## config.mk

```make
export PLATFORM = sky130hd
export DESIGN_NAME = fp_rsqrte_arb
export DESIGN_NICKNAME = d
export VERILOG_FILES = /design/src/rtl/fp_rsqrte_arb.sv
export SDC_FILE = /design/constraint.sdc
export NUM_CORES = 1
export LEC_CHECK = 0
export ABC_AREA = 1
export CORE_AREA = 2 2 228 230
export DETAILED_ROUTE_END_ITERATION = 6
export DIE_AREA = 0 0 230 232
export PLACE_DENSITY = 0.5
export SKIP_CTS_REPAIR_TIMING = 1
export SYNTH_ARGS = -nofsm -noshare
export SYNTH_HDL_FRONTEND = slang
export SYNTH_SLANG_ARGS = --single-unit
```

## constraint.sdc

```tcl
create_clock -name clk -period 4.7 [get_ports clk]
set_input_delay 0.94 -clock clk [delete_from_list [all_inputs] [get_ports clk]]
set_output_delay 0.94 -clock clk [all_outputs]
set_load 0.02 [all_outputs]
```

## src/rtl/fp_rsqrte_arb.sv

```systemverilog
// ---------------------------------------------------------------------------
// fp_rsqrte_arb
//
// Round-robin arbiter that shares one pipelined reciprocal-square-root
// estimate unit between NREQ requesters. One operation is in flight at a
// time. A four-state sequencer (IDLE -> ISSUE -> WAIT -> DONE) grants a
// requester, launches its operand into the unit, waits LATENCY enabled
// cycles and returns the result with a one-cycle completion pulse.
//
// Parameters
//   NREQ     number of requesters (2..8)
//   FPWID    operand / result width
//   LATENCY  unit latency in ru_ce-enabled cycles from ru_ld to valid ru_o
//            (2..63)
//
// Ports
//   clk    in   sole clock, rising edge
//   rst_n  in   synchronous active-low reset
//   stall  in   freeze: holds the sequencer and drops ru_ce
//   req    in   NREQ    per-requester request level
//   a      in   NREQ*FPWID operands, requester i at [i*FPWID +: FPWID]
//   ack    out  NREQ    one-hot acceptance pulse (ISSUE cycle)
//   done   out  NREQ    one-hot completion pulse (DONE cycle)
//   res    out  FPWID   result, valid with done, held until next capture
//   busy   out  1       sequencer is not IDLE
//   ru_ld  out  1       load strobe to the estimate unit
//   ru_ce  out  1       clock enable to the estimate unit (~stall)
//   ru_a   out  FPWID   registered operand to the estimate unit
//   ru_o   in   FPWID   estimate unit result
// ---------------------------------------------------------------------------
module fp_rsqrte_arb #(
  parameter int NREQ    = 4,
  parameter int FPWID   = 80,
  parameter int LATENCY = 28
) (
  input  logic                  clk,
  input  logic                  rst_n,
  input  logic                  stall,
  input  logic [NREQ-1:0]       req,
  input  logic [NREQ*FPWID-1:0] a,
  output logic [NREQ-1:0]       ack,
  output logic [NREQ-1:0]       done,
  output logic [FPWID-1:0]      res,
  output logic                  busy,
  output logic                  ru_ld,
  output logic                  ru_ce,
  output logic [FPWID-1:0]      ru_a,
  input  logic [FPWID-1:0]      ru_o
);

  localparam int PW = (NREQ > 1) ? $clog2(NREQ) : 1;
  localparam int CW = 6;

  typedef enum logic [1:0] {
    IDLE  = 2'd0,
    ISSUE = 2'd1,
    WAIT  = 2'd2,
    DONE  = 2'd3
  } state_t;

  state_t          state;
  state_t          state_nxt;
  logic [PW-1:0]   ptr;
  logic [PW-1:0]   g;
  logic [CW-1:0]   cnt;
  logic [NREQ-1:0] g_onehot;

  // Operand bus viewed as an array so the grant index selects a lane.
  logic [FPWID-1:0] a_arr [NREQ];

  logic            hi_found;
  logic            lo_found;
  logic [PW-1:0]   hi_idx;
  logic [PW-1:0]   lo_idx;
  logic            grant_found;
  logic [PW-1:0]   grant_idx;

  logic grant_fire;
  logic issue_fire;
  logic wait_tick;
  logic capture;

  always_comb begin
    for (int i = 0; i < NREQ; i++) begin
      a_arr[i] = a[i*FPWID +: FPWID];
    end
  end

  // -------------------------------------------------------------------------
  // Round-robin pick. Two priority searches run in parallel: the lowest set
  // request at or above ptr, and the lowest set request overall. The first
  // wins when it exists; otherwise the search has wrapped past NREQ-1 and
  // the overall lowest is the next in turn. Scanning downwards lets the
  // last assignment be the lowest index.
  // -------------------------------------------------------------------------
  always_comb begin
    // NOTE: every signal assigned in an always_comb gets a default first so
    // no path leaves it unassigned, which would infer a latch.
    hi_found = 1'b0;
    lo_found = 1'b0;
    hi_idx   = '0;
    lo_idx   = '0;
    for (int i = NREQ - 1; i >= 0; i--) begin
      if (req[i]) begin
        lo_found = 1'b1;
        lo_idx   = PW'(i);
        if (PW'(i) >= ptr) begin
          hi_found = 1'b1;
          hi_idx   = PW'(i);
        end
      end
    end
    grant_found = lo_found;
    grant_idx   = hi_found ? hi_idx : lo_idx;
  end

  // -------------------------------------------------------------------------
  // Next-state and strobes.
  // -------------------------------------------------------------------------
  always_comb begin
    state_nxt  = state;
    grant_fire = 1'b0;
    issue_fire = 1'b0;
    wait_tick  = 1'b0;
    capture    = 1'b0;
    unique case (state)
      IDLE: begin
        if (!stall && grant_found) begin
          grant_fire = 1'b1;
          state_nxt  = ISSUE;
        end
      end
      ISSUE: begin
        if (!stall) begin
          issue_fire = 1'b1;
          state_nxt  = WAIT;
        end
      end
      WAIT: begin
        if (!stall) begin
          wait_tick = 1'b1;
          if (cnt == '0) begin
            capture   = 1'b1;
            state_nxt = DONE;
          end
        end
      end
      DONE: begin
        // Completion is not stallable; no grant is considered here.
        state_nxt = IDLE;
      end
      default: state_nxt = IDLE;
    endcase
  end

  // -------------------------------------------------------------------------
  // State register.
  // -------------------------------------------------------------------------
  always_ff @(posedge clk) begin
    // NOTE: sequential state uses non-blocking assignment so every flop
    // samples pre-edge values regardless of statement order.
    if (!rst_n) begin
      state <= IDLE;
    end else begin
      state <= state_nxt;
    end
  end

  // -------------------------------------------------------------------------
  // Datapath and bookkeeping registers.
  // -------------------------------------------------------------------------
  always_ff @(posedge clk) begin
    // NOTE: the wide operand/result registers are reset along with the
    // control state, so an abandoned operation leaves no stale data visible.
    if (!rst_n) begin
      ptr  <= '0;
      g    <= '0;
      cnt  <= '0;
      done <= '0;
      res  <= '0;
      ru_a <= '0;
    end else begin
      done <= '0;

      if (grant_fire) begin
        g    <= grant_idx;
        ru_a <= a_arr[grant_idx];
        ptr  <= (grant_idx == PW'(NREQ - 1)) ? '0 : grant_idx + PW'(1);
      end

      // The counter is loaded on the launch and steps only on enabled
      // cycles, so it tracks the unit's own ru_ce-gated pipeline.
      if (issue_fire) begin
        cnt <= CW'(LATENCY - 1);
      end else if (wait_tick && cnt != '0) begin
        cnt <= cnt - CW'(1);
      end

      // done is registered from the capture decision, so it appears exactly
      // in the DONE cycle together with the freshly captured result.
      if (capture) begin
        res  <= ru_o;
        done <= g_onehot;
      end
    end
  end

  // -------------------------------------------------------------------------
  // Outputs.
  // ack/ru_ld are decoded from the registered state and grant index; they are
  // gated by the current stall so a frozen ISSUE cycle launches nothing.
  // -------------------------------------------------------------------------
  assign g_onehot = NREQ'(1) << g;
  assign ru_ld    = issue_fire;
  assign ack      = issue_fire ? g_onehot : '0;
  assign busy     = (state != IDLE);
  assign ru_ce    = ~stall;

endmodule

```

# Word-level counts from Yosys, hierarchy flattened
# Index checks and enable logic that the tools add are counted.
# classes
mux,45
order_cmp,5
n_reduce_logical,11
n_eq_ne,8
addsub,2
shifts,1
bitwise,3
# ops
cell,count
$bmux 80 s2,1
$mux 80,2
$mux 2,18
$mux 1,20
$mux 5,2
$ne 2x2->1 const B,4
$pmux 2 s4,1
$eq 2x2->1 const B,3
$logic_not 6->1,1
$reduce_bool 6->1,1
$sub 6x1->6 const B,1
$ge 1x2->1 const A,2
$ge 2x2->1 const A,2
$mux 4,1
$reduce_and 4->1,1
$reduce_bool 2->1,2
$shl 1x2->4 const A,1
$ge 3x3->1 const B,1
$not 2->3,1
$add 2x1->2 const B,1
$eq 2x1->1 const B,1
$logic_and 1x1->1,2
$logic_not 2->1,1
$not 1->1,2
3 further kinds,3
# totals
output_inout_bits,171
input_bits,407
regBits,176

# Depth between registers and ports, before layout
# Gate-level depths: netlist of run 1.
# depth
depth_word,14
depth_mapped,13
mapped_depth_nobuf,11

# Worst setup path after synthesis of run 1
# Ideal clock, no wire load.
# synth_timing
path_kind,in2out
startpoint,input stall
endpoint,output ack[0]
arrival_time_ns,2.118
path_stages,3
slack_ns,1.642
required_time_ns,3.760
cell_sequence,nor2_1 > clkinv_1 > nor3_1
# synth_between
elab_chain_len,3
# synth_lines
element,line_no,source
"start, declared",38,"input logic stall,"
$mux 1,134,if (!stall) begin
$mux 1,126,unique case (state)
$mux 4,215,assign ack = issue_fire ? g_onehot : '0;
"end, declared",41,"output logic [NREQ-1:0] ack,"
# No other way between the ends.

# Worst setup path after layout of run 1
# layout_timing
startpoint,input stall
endpoint,output ack[2]
# The elaborated chain is that of the path after synthesis.

==> qor.txt, run 1 <==
Status: finished, final reports clean
Hold crit path type: register to register
DP Wirelength: 35,800 µm
Final period util: 0.798
Largest cells by area after synthesis: dfxtp_1, nand3_1, inv_1, nand2_1, nor2_1
Average size of a mapped cell: 6.00 µm²
Core Box Area: 50,900 µm²
Yosys top cell area share: 0.332
First-pass GRT wire length: 72,100 µm
Pleak: 8.39 nW
Final net count: 2,671
Chip width: 230 µm
Antenna violations before repair: 3
Largest net degree at the start of global routing: 161
Slew Viols, Final: 0
Worst-skew pair later-pin latency: 0.48 ns
Area grow syn2layout: 65.2%
Max_slew headroom: 0.300
Most common cell after layout, fill and taps aside: clkdlybuf4s50_1
Die area: 53,400 µm²
Crit. End Element: output pin
Final wirelength: 47,900 µm
Register area share after synthesis: 0.332
Clock-pin slew on the worst setup and hold paths: 0.07 ns
Vias in the first global route: 12,364
Synthesized Nets: 2,182
Clock Root Buffer: clkbuf_16
Pwr Density: 406 nW/µm²
Setup_tns: 0 ns
Worst Path Max Fanout: 9
Port-buffer cells: 577
Detailed Route Iter0 Violations: 536
Yosys warnings: 0
CP Class: input port to output pin
CP startpoint kind: input port
Total GRT Usage: 0.176
Post-synth top area cell: dfxtp_1
Synthesized area: 10,600 µm²
Clk buf depth: 2
Hold-critical path depth: 2
CTS tree: yes
# IOs: 578
Gate Count Post-Synth: 1,770
H-tree Lvls: 4
Register bit total from synthesis: 176
Rows: 83
CP Data Arrival Time: 2.81 ns
Remaining global-route overflow: 0
Vias/cell: 4.26
ANT nets after route: 0
Gp weighted congestion: 0.882
Commonest cells after routing, fill and taps aside: clkdlybuf4s50_1, inv_1, nand3_1
Layout cells sized above 1: 0.0260
Max Fclk: 267 MHz
Number of iterations in the first detailed-routing pass: 5
Num CTS Buffers: 17
Synth cell types: 26
Wire length per cell: 16.2 µm
Worst-Margin Slew: 1.05 ns
Die Ht: 232 µm
R2R setup slack: 2.20 ns
Endpoints failing setup: 0
CTS sink count: 176
Worst clock skew: 0.0124 ns
Worst Reg-to-Reg Cells: 10
Initial Util: 0.209
VDD IR max: 0.000271 V
Max-cap violations: 0
Worst path required time: 3.76 ns
RSZ-0062 raised after global routing: no
Minimum hold slack: 0.473 ns
DR DRC count: 0
Final Hold Fails: 0
DR vias: 12,568
Fin crit period: 3.75 ns
==> worst paths after layout <==
path | startpoint | to
worst max-delay path | stall | ack[2]
worst min-delay path | cnt[5]$_SDFFE_PP0P_ | cnt[5]$_SDFFE_PP0P_
worst max register to register | ptr[1]$_SDFFE_PN0P_ | ru_a[54]$_SDFFE_PN0P_
worst min register to register | cnt[5]$_SDFFE_PP0P_ | cnt[5]$_SDFFE_PP0P_
==> cells in the mapped netlist <==
library cell  count
o21a_1           81
clkinv_1          1
buf_2            48
xor2_1            1
nor2_1          177
clkbuf_1         50
nand4_1           1
ha_1              5
o21ai_0          84
nand2_1         266
o211ai_1          1
nor3_1            8
inv_1           422
a21oi_2           2
dfxtp_1         176
nand3_1         404
nand2_4           1
o31ai_1           1
nand3_2           2
nor3b_1           1
a31oi_1           3
inv_2             4
buf_1            20
buf_6             2
buf_4             1
a21oi_1           8
==> cell families after synthesis <==
kind of cell	share of synthesized area
fa+ha+maj	0.00589
compound gates	0.105
buf+inv	0.201
xor+xnor	0.000825
flops	0.332
simple gates	0.355
==> per-stage QoR <==
| step | area (µm²) | worst slack [ns] | power [mW] | utilization | instances |
|---|---|---|---|---|---|
| global route | 17500 | 0.810 | 7.68 | 0.345 | 2953 |
| CTS | 17500 | 0.954 | 7.28 | 0.345 | 2952 |
| detailed placement | 16900 | 0.954 | 5.70 | 0.333 | 2920 |
| global placement | 16900 | 0.992 | 5.67 | 0.333 | 2920 |
| floorplan | 10600 | 1.64 | 4.07 | - | 1770 |
| finish | 17500 | 0.948 | 7.13 | 0.345 | 2953 |
==> flip-flops by register name, summed over array words and instances, names as in the netlist <==
register and flops:
g 2, done 4, res 80, state 2, ptr 2, ru_a 80, cnt 6
==> per-layer routing <==
layer	part of all wire	up-vias	track usage
li1	-	6391	-
met1	0.42	5713	0.205
met2	0.49	430	0.308
met3	0.080	34	0.0614
met4	0.016	0	0.0454
met5	0	-	0
==> worst max-delay path, cell delays in order <==
cell and delay [ns]:
clkdlybuf4s50_1 0.45, nor2_1 0.22, clkinv_1 0.32, nor3_1 0.24
clkdlybuf4s50_1 0.64
==> power by group <==
| part | switching, mW | internal (mW) |
|---|---|---|
| sequential | 0.190 | 1.85 |
| combinational | 2.04 | 1.52 |
| clock | 0.758 | 0.769 |
==> cell type report <==
type                            instances  area (µm²)
Fill cell                            5570       33300
Timing Repair Buffer                  591        5950
Multi-Input combinational cell       1046        4990
Sequential cell                       176        3520
Inverter                              427        1610
Tap cell                              680         851
Clock buffer                           17         425
Clock inverter                         15         188
Antenna cell                            1        2.50
Power figures use the tool's default switching activity.
==> run 2, diff against run 1 <==
--- a/config.mk
+++ b/config.mk
@@ -6,10 +6,10 @@
 export NUM_CORES = 1
 export LEC_CHECK = 0
 export ABC_AREA = 1
-export CORE_AREA = 2 2 228 230
+export CORE_AREA = 2 2 222 224
 export DETAILED_ROUTE_END_ITERATION = 6
-export DIE_AREA = 0 0 230 232
-export PLACE_DENSITY = 0.5
+export DIE_AREA = 0 0 224 226
+export PLACE_DENSITY = 0.52
 export SKIP_CTS_REPAIR_TIMING = 1
 export SYNTH_ARGS = -nofsm -noshare
 export SYNTH_HDL_FRONTEND = slang
==> constraint.sdc (replaced) <==
create_clock -name clk -period 3.8 [get_ports clk]
set_input_delay 0.76 -clock clk [delete_from_list [all_inputs] [get_ports clk]]
set_output_delay 0.76 -clock clk [all_outputs]
set_load 0.02 [all_outputs]
==> run 2 against run 1 <==
  * Largest power group unchanged
  * Total power up 24%
  * Global-route usage up 0.51 points
  * Flip-flop and latch count did not move
  * Sequential share of layout area hardly changed
  * Clock power is 21% higher
  * First-iteration DRC count increased by 15%
  * Critical path depth did not move
  * Clock skew down 0.0053 ns
  * Sequential power up 24%
  * Die area is 5.1% lower
  * Register-to-register slack lost 0.62 ns
==> qor.txt, run 2 (synthesis results as in run 1) <==
Status: finished, final reports clean
Layout cells sized above 1: 0.0302 (+0.00427)
Rows: 81 (-2.4%)
Crit. End Element: output pin
Final period util: 0.917
# IOs: 578 (unchanged)
Die Ht: 226 µm (-2.6%)
Largest net degree at the start of global routing: 161 (unchanged)
Clock Root Buffer: clkbuf_16
Area post-placement: 17,000 µm² (+0.18%)
Worst-skew pair later-pin latency: 0.46 ns (-0.02 ns)
Remaining global-route overflow: 0 (unchanged)
Dpl cells: 2,872 (-1.6%)
Worst Path Max Fanout: 9 (unchanged)
Number of iterations in the first detailed-routing pass: 6 (+1)
Worst path cell trace: clkdlybuf4s50_1, nor2_1, clkinv_1, nor3_1, clkdlybuf4s50_1
DR DRC count: 0 (unchanged)
Commonest cells after routing, fill and taps aside: clkdlybuf4s50_1, inv_1, nand3_1
Max-cap violations: 0 (unchanged)
Wire length per cell: 16.0 µm (-1.6%)
Core Box Area: 48,300 µm² (-5.0%)
RSZ-0062 raised after global routing: no
Area grow syn2layout: 65.5%
Detailed Route Iter0 Violations: 614 (+15%)
Slew Viols, Final: 0 (unchanged)
CP Data Arrival Time: 2.73 ns (-0.08 ns)
Pleak: 8.45 nW (+0.73%)
Worst clock skew: 0.00706 ns (-0.00531 ns)
Largest regs: res (80), ru_a (80), cnt (6)
CP Launch Point: stall
VDD IR max: 0.000332 V (+22%)
ANT nets after route: 0 (unchanged)
Max_slew headroom: 0.350 (+0.0496)
Die area: 50,600 µm² (-5.1%)
CP Class: input port to output pin
Initial Util: 0.220 (+0.0110)
Vias in the first global route: 12,197 (-1.4%)
DP Wirelength: 34,800 µm (-2.8%)
Most common cell after layout, fill and taps aside: clkdlybuf4s50_1
Pwr Density: 501 nW/µm² (+23%)
Post-Layout Cell Count: 2,907 (-1.6%)
Port-buffer cells: 577 (unchanged)
Final Hold Fails: 0 (unchanged)
Gp weighted congestion: 0.930 (+5.4%)
CP max stage delay: 0.65 ns (about the same)
Vias/cell: 4.34 (+2.1%)
CP max stage cell: clkdlybuf4s50_1
Clk buf depth: 2 (unchanged)
Worst-Margin Slew: 0.976 ns (-0.0744 ns)
Setup_tns: 0 ns (unchanged)
CTS tree: yes
Clock-pin slew on the worst setup and hold paths: 0.07 ns (about the same)
Fill count: 5,224 (-6.2%)
CTS sink count: 176 (unchanged)
Footprint of the multi-input gates: 4990 µm² (unchanged)
H-tree Lvls: 4 (unchanged)
First-pass GRT wire length: 71,000 µm (-1.5%)
Antenna violations before repair: 6 (+3)
Max Fclk: 287 MHz
Worst path required time: 3.04 ns (-0.72 ns)
DR vias: 12,629 (+0.49%)
Fin crit period: 3.49 ns
Total GRT Usage: 0.182 (+0.00513)
Endpoints failing setup: 0 (unchanged)
Worst path most repeated cell: clkdlybuf4s50_1
Chip width: 224 µm (-2.6%)
Final instance area: 17,600 µm² (+0.18%)
Num CTS Buffers: 17 (unchanged)
Reg-to-Reg Start: ptr[1]$_SDFFE_PN0P_
CP startpoint kind: input port
Register area: 3520 µm² (unchanged)
Final net count: 2,681 (+0.37%)
Hold crit path type: register to register
Final wirelength: 46,500 µm (-3.1%)
Hold Startpoint: cnt[5]$_SDFFE_PP0P_
[run 2: stage by stage]
stage                     worst slack (ns)  hold WS [ns]   util  total power [mW]
after global routing                0.0928         0.496  0.364              9.47
after CTS                            0.306         0.475  0.363              8.97
after global placement               0.330         0.457  0.351              7.01
final                                0.315         0.472  0.364              8.81
after floorplan                       1.10         0.444      -              5.04
after detailed placement             0.307         0.463  0.351              7.06
[run 2: final timing paths]
check | endpoint | slack (ns) | cells after the start
worst max-delay path | ack[1] | 0.31 | 5
worst min-delay path | cnt[5]$_SDFFE_PP0P_ | 0.47 | 2
worst max register to register | ru_a[20]$_SDFFE_PN0P_ | 1.58 | 11
worst min register to register | cnt[5]$_SDFFE_PP0P_ | 0.47 | 2
[run 2: critical path, delay by kind of cell]
family                 cells  cell delay [ns]
buffers and inverters      3             1.48
and+or+nand+nor            2             0.48
[run 2: final cells by class]
class	instances	area share
Timing Repair Buffer	601	0.345
Multi-Input combinational cell	1046	0.284
Sequential cell	176	0.200
Inverter	427	0.0915
Tap cell	622	0.0443
Clock buffer	18	0.0250
Clock inverter	14	0.00961
Antenna cell	3	0.000427
[run 2: layer usage]
| layer | global-route usage | share of wire | wire length (µm) |
|---|---|---|---|
| met3 | 0.0570 | 0.081 | 3780 |
| met5 | 0 | 0.00090 | 42 |
| met1 | 0.212 | 0.41 | 19100 |
| met4 | 0.0510 | 0.016 | 754 |
| met2 | 0.319 | 0.49 | 22700 |
[run 2: report_power, final]
group	internal (mW)	switching (mW)	leakage, nW
registers	2.29	0.240	1.44
logic	1.93	2.51	6.72
clock network	0.958	0.892	0.296
